## config.mk

```make
export PLATFORM = sky130hd
export DESIGN_NAME = pipe_hazard_ctrl
export DESIGN_NICKNAME = d
export VERILOG_FILES = /design/src/rtl/pipe_pkg.sv /design/src/rtl/pipe_hazard_ctrl_fwd_sel.sv /design/src/rtl/pipe_hazard_ctrl.sv
export SDC_FILE = /design/constraint.sdc
export NUM_CORES = 1
export LEC_CHECK = 0
export ABC_CLOCK_PERIOD_IN_PS = 4300
export BUFFER_PORTS_ARGS = -buffer_cell sky130_fd_sc_hd__buf_2
export CORE_MARGIN = 2
export CORE_UTILIZATION = 30
export DETAILED_ROUTE_END_ITERATION = 12
export HOLD_SLACK_MARGIN = 0.02
export SYNTH_ARGS = -nofsm -noshare
export SYNTH_HDL_FRONTEND = slang
export SYNTH_SLANG_ARGS = --single-unit
```

## constraint.sdc

```tcl
create_clock -name clk -period 4.3 [get_ports clk]
set_clock_uncertainty 0.2 [all_clocks]
set_input_delay 0.645 -clock clk [delete_from_list [all_inputs] [get_ports clk]]
set_output_delay 0.645 -clock clk [all_outputs]
set_load 0.02 [all_outputs]
```

## src/rtl/pipe_pkg.sv

```systemverilog
// Shared encodings for the pipeline hazard controller: FSM states, result-source and forward selects.
// No logic beyond a small register-match helper.
package pipe_pkg;

    typedef enum logic [1:0] {
        RUN      = 2'd0,
        MEM_WAIT = 2'd1,
        ERROR    = 2'd2
    } state_t;

    localparam logic [1:0] RES_ALU = 2'b00;
    localparam logic [1:0] RES_MEM = 2'b01;
    localparam logic [1:0] RES_PC4 = 2'b10;

    localparam logic [1:0] FWD_RF = 2'b00;
    localparam logic [1:0] FWD_W  = 2'b01;
    localparam logic [1:0] FWD_M  = 2'b10;

    localparam logic [4:0] REG_ZERO = 5'd0;

    // x0 is hard-wired, so a write to it never produces a value worth forwarding or waiting on.
    function automatic logic reg_hit(input logic [4:0] i_rd, input logic [4:0] i_rs);
        return (i_rd != REG_ZERO) && (i_rd == i_rs);
    endfunction

endpackage

```

## src/rtl/pipe_hazard_ctrl_fwd_sel.sv

```systemverilog
// E-stage operand forward select for one source register; M result beats W result.
// Purely combinational, zero latency, no backpressure.
module fwd_sel
    import pipe_pkg::*;
(
    input  logic [4:0] i_rs,
    input  logic [4:0] i_rd_m,
    input  logic [4:0] i_rd_w,
    input  logic       i_we_m,
    input  logic       i_we_w,
    output logic [1:0] o_sel
);

    always_comb begin
        o_sel = FWD_RF;
        if (i_we_m && reg_hit(i_rd_m, i_rs)) begin
            o_sel = FWD_M;
        end else if (i_we_w && reg_hit(i_rd_w, i_rs)) begin
            o_sel = FWD_W;
        end
    end

endmodule

```

## src/rtl/pipe_hazard_ctrl.sv

```systemverilog
// Pipeline stall/flush/forward control: load-use, taken branch and memory-ready wait with timeout.
// Controls are combinational in the same cycle; a slow data memory freezes F..M and bubbles W.
module pipe_hazard_ctrl
    import pipe_pkg::*;
#(
    parameter int MEM_TIMEOUT = 64,
    parameter int CNT_W       = 16
) (
    input  logic             clk,
    input  logic             reset_n,
    input  logic [4:0]       Rs1D,
    input  logic [4:0]       Rs2D,
    input  logic [4:0]       Rs1E,
    input  logic [4:0]       Rs2E,
    input  logic [4:0]       RdE,
    input  logic [1:0]       ResultSrcE,
    input  logic [4:0]       RdM,
    input  logic [4:0]       RdW,
    input  logic             RegWriteM,
    input  logic             RegWriteW,
    input  logic             PCSrcE,
    input  logic             MemReqM,
    input  logic             MemReadyM,
    output logic             StallF,
    output logic             StallD,
    output logic             StallE,
    output logic             StallM,
    output logic             FlushD,
    output logic             FlushE,
    output logic             FlushW,
    output logic [1:0]       ForwardAE,
    output logic [1:0]       ForwardBE,
    output logic             mem_err,
    output logic [CNT_W-1:0] stall_cycles,
    output logic [CNT_W-1:0] flush_events
);

    localparam int TO_W = $clog2(MEM_TIMEOUT + 1);

    state_t           r_state;
    state_t           w_state_nxt;
    logic [TO_W-1:0]  r_to_cnt;
    logic [CNT_W-1:0] r_stall_cycles;
    logic [CNT_W-1:0] r_flush_events;

    logic       w_mem_wait;
    logic       w_lw_stall;
    logic       w_to_hit;
    logic [1:0] w_fwd_a;
    logic [1:0] w_fwd_b;

    fwd_sel u_fwd_a (
        .i_rs   (Rs1E),
        .i_rd_m (RdM),
        .i_rd_w (RdW),
        .i_we_m (RegWriteM),
        .i_we_w (RegWriteW),
        .o_sel  (w_fwd_a)
    );

    fwd_sel u_fwd_b (
        .i_rs   (Rs2E),
        .i_rd_m (RdM),
        .i_rd_w (RdW),
        .i_we_m (RegWriteM),
        .i_we_w (RegWriteW),
        .o_sel  (w_fwd_b)
    );

    assign w_mem_wait = ((r_state == RUN) && MemReqM && !MemReadyM) ||
                        ((r_state == MEM_WAIT) && !MemReadyM);
    assign w_lw_stall = (ResultSrcE == RES_MEM) && (reg_hit(RdE, Rs1D) || reg_hit(RdE, Rs2D));
    assign w_to_hit   = (r_to_cnt == TO_W'(MEM_TIMEOUT - 1));

    always_ff @(posedge clk or negedge reset_n) begin
        if (!reset_n) begin
            r_state <= RUN;
        end else begin
            r_state <= w_state_nxt;
        end
    end

    always_comb begin
        w_state_nxt = r_state;
        case (r_state)
            RUN:      if (MemReqM && !MemReadyM) w_state_nxt = MEM_WAIT;
            MEM_WAIT: begin
                if (MemReadyM)     w_state_nxt = RUN;
                else if (w_to_hit) w_state_nxt = ERROR;
            end
            ERROR:    w_state_nxt = ERROR;
            default:  w_state_nxt = RUN;
        endcase
    end

    // Outputs are forced low while reset_n is held so the pipeline sees no spurious stall or forward.
    always_comb begin
        StallF    = 1'b0;
        StallD    = 1'b0;
        StallE    = 1'b0;
        StallM    = 1'b0;
        FlushD    = 1'b0;
        FlushE    = 1'b0;
        FlushW    = 1'b0;
        ForwardAE = FWD_RF;
        ForwardBE = FWD_RF;
        mem_err   = 1'b0;
        if (reset_n) begin
            ForwardAE = w_fwd_a;
            ForwardBE = w_fwd_b;
            mem_err   = (r_state == ERROR);
            if ((r_state == ERROR) || w_mem_wait) begin
                StallF = 1'b1;
                StallD = 1'b1;
                StallE = 1'b1;
                StallM = 1'b1;
                FlushW = 1'b1;
            end else begin
                StallF = w_lw_stall && !PCSrcE;
                StallD = w_lw_stall && !PCSrcE;
                FlushE = w_lw_stall || PCSrcE;
                FlushD = PCSrcE;
            end
        end
    end

    // Holding the count at zero in RUN clears it for every fresh entry into MEM_WAIT.
    always_ff @(posedge clk or negedge reset_n) begin
        if (!reset_n) begin
            r_to_cnt <= '0;
        end else if (r_state == MEM_WAIT) begin
            r_to_cnt <= r_to_cnt + TO_W'(1);
        end else begin
            r_to_cnt <= '0;
        end
    end

    always_ff @(posedge clk or negedge reset_n) begin
        if (!reset_n) begin
            r_stall_cycles <= '0;
            r_flush_events <= '0;
        end else begin
            if (StallF && (r_stall_cycles != '1)) r_stall_cycles <= r_stall_cycles + CNT_W'(1);
            if (FlushD && (r_flush_events != '1)) r_flush_events <= r_flush_events + CNT_W'(1);
        end
    end

    assign stall_cycles = r_stall_cycles;
    assign flush_events = r_flush_events;

endmodule

```

# --- Word level (Yosys, flattened, before mapping) ---
# Index checks and enable logic that the tools add are counted.
word_totals:
  n_memories: 0
  mem_bits_rw: 0
  ff_bits: 41
  word_cells: 70
  latchBits: 0
  mem_bits_ro: 0
op_classes:
  mul: 0
  reduce_logical: 29
  div_mod_pow: 0
  n_eq_ne: 14
  addsub: 3
  n_mux: 20
  magnitude_cmp: 0
  shift: 0
  n_bitwise: 0
ops:
  columns: ["operator", "n"]
  rows:
  - ["$add A16 B1 Y16 const B", 2]
  - ["$ne A16 B16 Y1 const B", 2]
  - ["$eq A5 B5 Y1", 6]
  - ["$logic_and A1 B1 Y1", 18]
  - ["$reduce_bool A5 Y1", 3]
  - ["$mux W2", 7]
  - ["$mux W1", 11]
  - ["$add A7 B1 Y7 const B", 1]
  - ["$eq A7 B6 Y1 const B", 1]
  - ["$mux W7", 1]
  - ["$pmux W2 S3", 1]
  - ["$eq A2 B1 Y1 const B", 2]
  - ["$logic_or A1 B1 Y1", 4]
  - ["$ne A3 B3 Y1 const B", 1]
  - ["$eq A2 B2 Y1 const B", 1]
  - ["$logic_not A1 Y1", 2]
  - ["$logic_not A2 Y1", 1]
  - ["$ne A2 B1 Y1 const B", 1]
  - ["$reduce_and A2 Y1", 1]

# --- Longest topological paths before layout ---
logic_depth:
  ltp_word: 8
  depth_mapped: 8
  depth_no_buf: 7

# --- Modules after synthesis ---
# Synthesis repeated with hierarchy kept, for this count alone.
unflattened:
  cells_unflattened: 243
  hier_area_um2: 2411.1
modules_own_cells:
  columns: ["module", "area_per_inst_um2", "seq_area_each_um2", "instances", "cells_each"]
  rows:
  - ["pipe_hazard_ctrl", 2108.3, 1026.0, 1, 203]
  - ["fwd_sel", 151.4, 0.0, 2, 20]

# --- Worst setup path after synthesis ---
# OpenSTA, ideal clock, no wires.
synth_timing:
  path_kind: "input -> output"
  start: "in RdM[1]"
  end: "out ForwardAE[0]"
  arrival_time_ns: 2.162
  path_slack_ns: 1.293
  n_path_buf: 0
  cell_stages: 4
  cell_sequence: "or4_1 o21ai_0 nor4_1 nor4_1"
synth_via:
  elab_chain_len: 5
  elab_cells_between_ends: 6
synth_lines:
  columns: ["element", "line_no", "rtl"]
  rows:
  - ["start, declared", "pipe_hazard_ctrl.sv:17", "input logic [4:0] RdM,"]
  - ["$eq A5 B5 Y1 or $reduce_bool A5 Y1 (tied branches)", "pipe_pkg.sv:23", "return (i_rd != REG_ZERO) && (i_rd == i_rs);"]
  - ["$logic_and A1 B1 Y1 *", "pipe_pkg.sv:23", null]
  - ["$logic_and A1 B1 Y1 *", "pipe_hazard_ctrl_fwd_sel.sv:16", "if (i_we_m && reg_hit(i_rd_m, i_rs)) begin"]
  - ["$mux W2 *", "pipe_hazard_ctrl_fwd_sel.sv:16", null]
  - ["$mux W2 *", "pipe_hazard_ctrl.sv:108", "if (reset_n) begin"]
  - ["end, declared", "pipe_hazard_ctrl.sv:31", "output logic [1:0] ForwardAE,"]
# Every way passes the cells marked *; elsewhere a longest branch is shown, timed or not.

# --- Final worst setup path ---
# Same ends and word-level chain as after synthesis.

==> flow_summary.yaml <==
status:
  status: "finished, final reports clean"
flow_run:
  maxCapViolations: 0
worst_hold_path:
  hold_class: "in -> async"
global_routing:
  antenna_found_initial: 0
  grt_overflow: 0
  grt_pass1_wl_mm: 8.63
  grt_max_degree: 24
  grtUsageTotal_pct: 12.4
  grt_pass1_vias: 1917
die:
  die_h_um: 92.6
  rows: 32
  core_region_area_sq_um: 7650
  start_util_pct: 30.8
  die_area_sq_um: 8570
  num_io_pins: 88
  die_x_um: 92.6
routing:
  drtIter0Drc: 46
  viasPerCell: 4.59
  drc: 0
  vias: 1970
  drtAntennaViolNets: 0
  wirelength_mm: 5.32
  wire_per_inst_um: 12.4
  firstDrtPassIters: 4
worst_setup_path:
  worstPathArrival_ns: 2.10
  crit_chain: "buf_2 > or4_1 > o21ai_0 > nor4_1 > nor4_1 > buf_2"
  critical_path.endpoint_type: "output pin"
  critPathKind: "in -> out"
  slowest_stage: "or4_1"
  cp-start-kind: "primary input"
  path_max_fanout: 3
  required_ns: 3.45
  cpPeakStageDelay_ns: 0.51
cts:
  cts_buffers: 5
  clk_pin_slew_ns: 0.07
  cts.sinks: 41
  cts_tree: "done"
  clkLatencyLatePin_ns: 0.29
  cts-root-buf: "clkbuf_8"
  h-tree-depth: 2
  cts_setup_buffers: 0
  cts_buffer_depth: 2
  ctsHoldBuffers: 0
  cts_resized: 0
yosys:
  synth_cell_type_count: 38
  ys.flop_type: "dfrtp_1"
  ys_async_sr_fraction_pct: 100
  netlist.area_leader.share_pct: 43.6
  postSynthCellCount: 235
  netlist_top_cells_count: "dfrtp_1, xor2_1, xnor2_1"
  ys.warnings.count: 0
  synthMostInstantiatedCell: "dfrtp_1"
  yosys-top-cells-area: "dfrtp_1, xor2_1, xnor2_1"
  ys_ff_latch: 41
  syn_avg_cell_area_sq_um: 10.0
  synth-edff-count: 0
  synth_nets: 282
  yosys.area.top_type: "dfrtp_1"
  yosysSeqAreaShare_pct: 43.6
  synth_area_sq_um: 2350
placement:
  hpwl_mm: 4.25
  gp_congestion: 0.764
  io_buffers: 87
power_and_ir_drop:
  p_leak_nw: 1.51
  p_per_area_nw_per_um2: 349
  peakVddDrop_mv: 0.248
sta:
  worstMarginPinSlew_ns: 0.729
  finalSetupViolations: 0
  min_period_ns: 2.94
  setup-tns-final_ns: 0
  fin_crit_sh_pct: 68.4
  maxSlewViolCount: 0
  max_freq_mhz: 340
  rsz0062_at_grt: "false"
  slew_headroom_pct: 51.1
  hold_viol: 0
cells_and_area:
  diodes: 0
  drive_gt1_share_pct: 32.7
  final_util_pct: 39.1
  fin_nets: 374
  fill_cells: 799
  areaGrowthSynthToFinish_pct: 27.0
-- worst max-delay path: cells and delay by family --
family	cells	cell delay, ns
AO/OA/AOI/OAI	1	0.23
buffers and inverters	2	0.33
AND/OR/NAND/NOR	3	0.89
-- final timing paths --
check / slack (ns) / from / cells after the start / endpoint
setup / recovery: 1.36 / RdM[1] / 6 / ForwardAE[0]
hold / removal: 0.07 / reset_n / 1 / stall_cycles[9]$_DFFE_PN0P_
max in group asynchronous: 3.22 / reset_n / 2 / flush_events[10]$_DFFE_PN0P_
setup reg to reg: 1.52 / stall_cycles[0]$_DFFE_PN0P_ / 6 / stall_cycles[1]$_DFFE_PN0P_
min in group clk: 0.25 / r_to_cnt[0]$_DFF_PN0_ / 1 / r_to_cnt[0]$_DFF_PN0_
hold reg to reg: 0.25 / r_to_cnt[0]$_DFF_PN0_ / 1 / r_to_cnt[0]$_DFF_PN0_
-- kinds of logic after synthesis --
logic type | Yosys count | share of synthesized area (%)
mux | 1 | 0.478
flops | 41 | 43.6
xor+xnor | 65 | 24.2
fa+ha+maj | 3 | 1.60
buf+inv | 9 | 2.07
compound gates | 12 | 4.47
simple gates | 104 | 23.6
-- layer usage --
metal | wire length [um] | vias up | GRT usage (%)
met2 | 2380 | 72 | 21.5
met1 | 2470 | 907 | 15.5
li1 | - | 984 | -
met4 | 68 | 0 | 3.73
met5 | 0 | - | 0
met3 | 412 | 7 | 2.85
-- stage by stage --
| step | setup WS [ns] | instance area [sq um] | hold slack [ns] | power (mW) | std cells |
|---|---|---|---|---|---|
| final | 1.36 | 2990 | 0.0655 | 1.04 | 429 |
| after global routing | 1.24 | 2990 | 0.0820 | 1.10 | 429 |
| after CTS | 1.37 | 2990 | 0.0688 | 1.06 | 429 |
| after detailed placement | 1.36 | 2900 | 0.250 | 0.801 | 422 |
| after global placement | 1.38 | 2900 | 0.245 | 0.795 | 422 |
| after floorplan | 1.29 | 2350 | 0.149 | 0.680 | 235 |
-- where the power goes --
part           internal, mW  switching, mW
Combinational         0.120          0.170
Sequential            0.437         0.0637
Clock                 0.127          0.124
-- layout make-up --
type | count | area, sq um | area share [%]
multi-input cells | 185 | 1280 | 42.8
well taps | 102 | 128 | 4.27
inverters | 5 | 18.8 | 0.628
clock buffers | 7 | 86.3 | 2.89
flip-flops and latches | 41 | 1030 | 34.3
repair buffers | 89 | 450 | 15.1
-- state kept, by name, summed over array words and instances (netlist names) --
signal / flops
flush_events: 16
r_state: 2
r_to_cnt: 7
stall_cycles: 16
-- placed cells by master (no fill, tap or decap), types with 2 or more instances in the layout --
| master | synthesis | routed |
|---|---|---|
| and3_1 | 6 | 6 |
| nor2_2 | 2 | 2 |
| or4_1 | 4 | 4 |
| nor3_1 | 6 | 6 |
| xor2_1 | 33 | 33 |
| nand3_1 | 18 | 18 |
| nor2_1 | 21 | 21 |
| ha_1 | 3 | 3 |
| xnor2_1 | 32 | 32 |
| dfrtp_1 | 41 | 41 |
| a21oi_1 | 2 | 2 |
| nand2b_1 | 3 | 3 |
| nand2_1 | 17 | 17 |
| nor4_1 | 7 | 7 |
| and2_1 | 4 | 4 |
| buf_2 | 0 | 87 |
| inv_1 | 5 | 5 |
| nand4_1 | 7 | 7 |
| clkbuf_8 | 0 | 6 |
| buf_4 | 4 | 2 |
No activity file was read; power rests on OpenSTA's default activity.
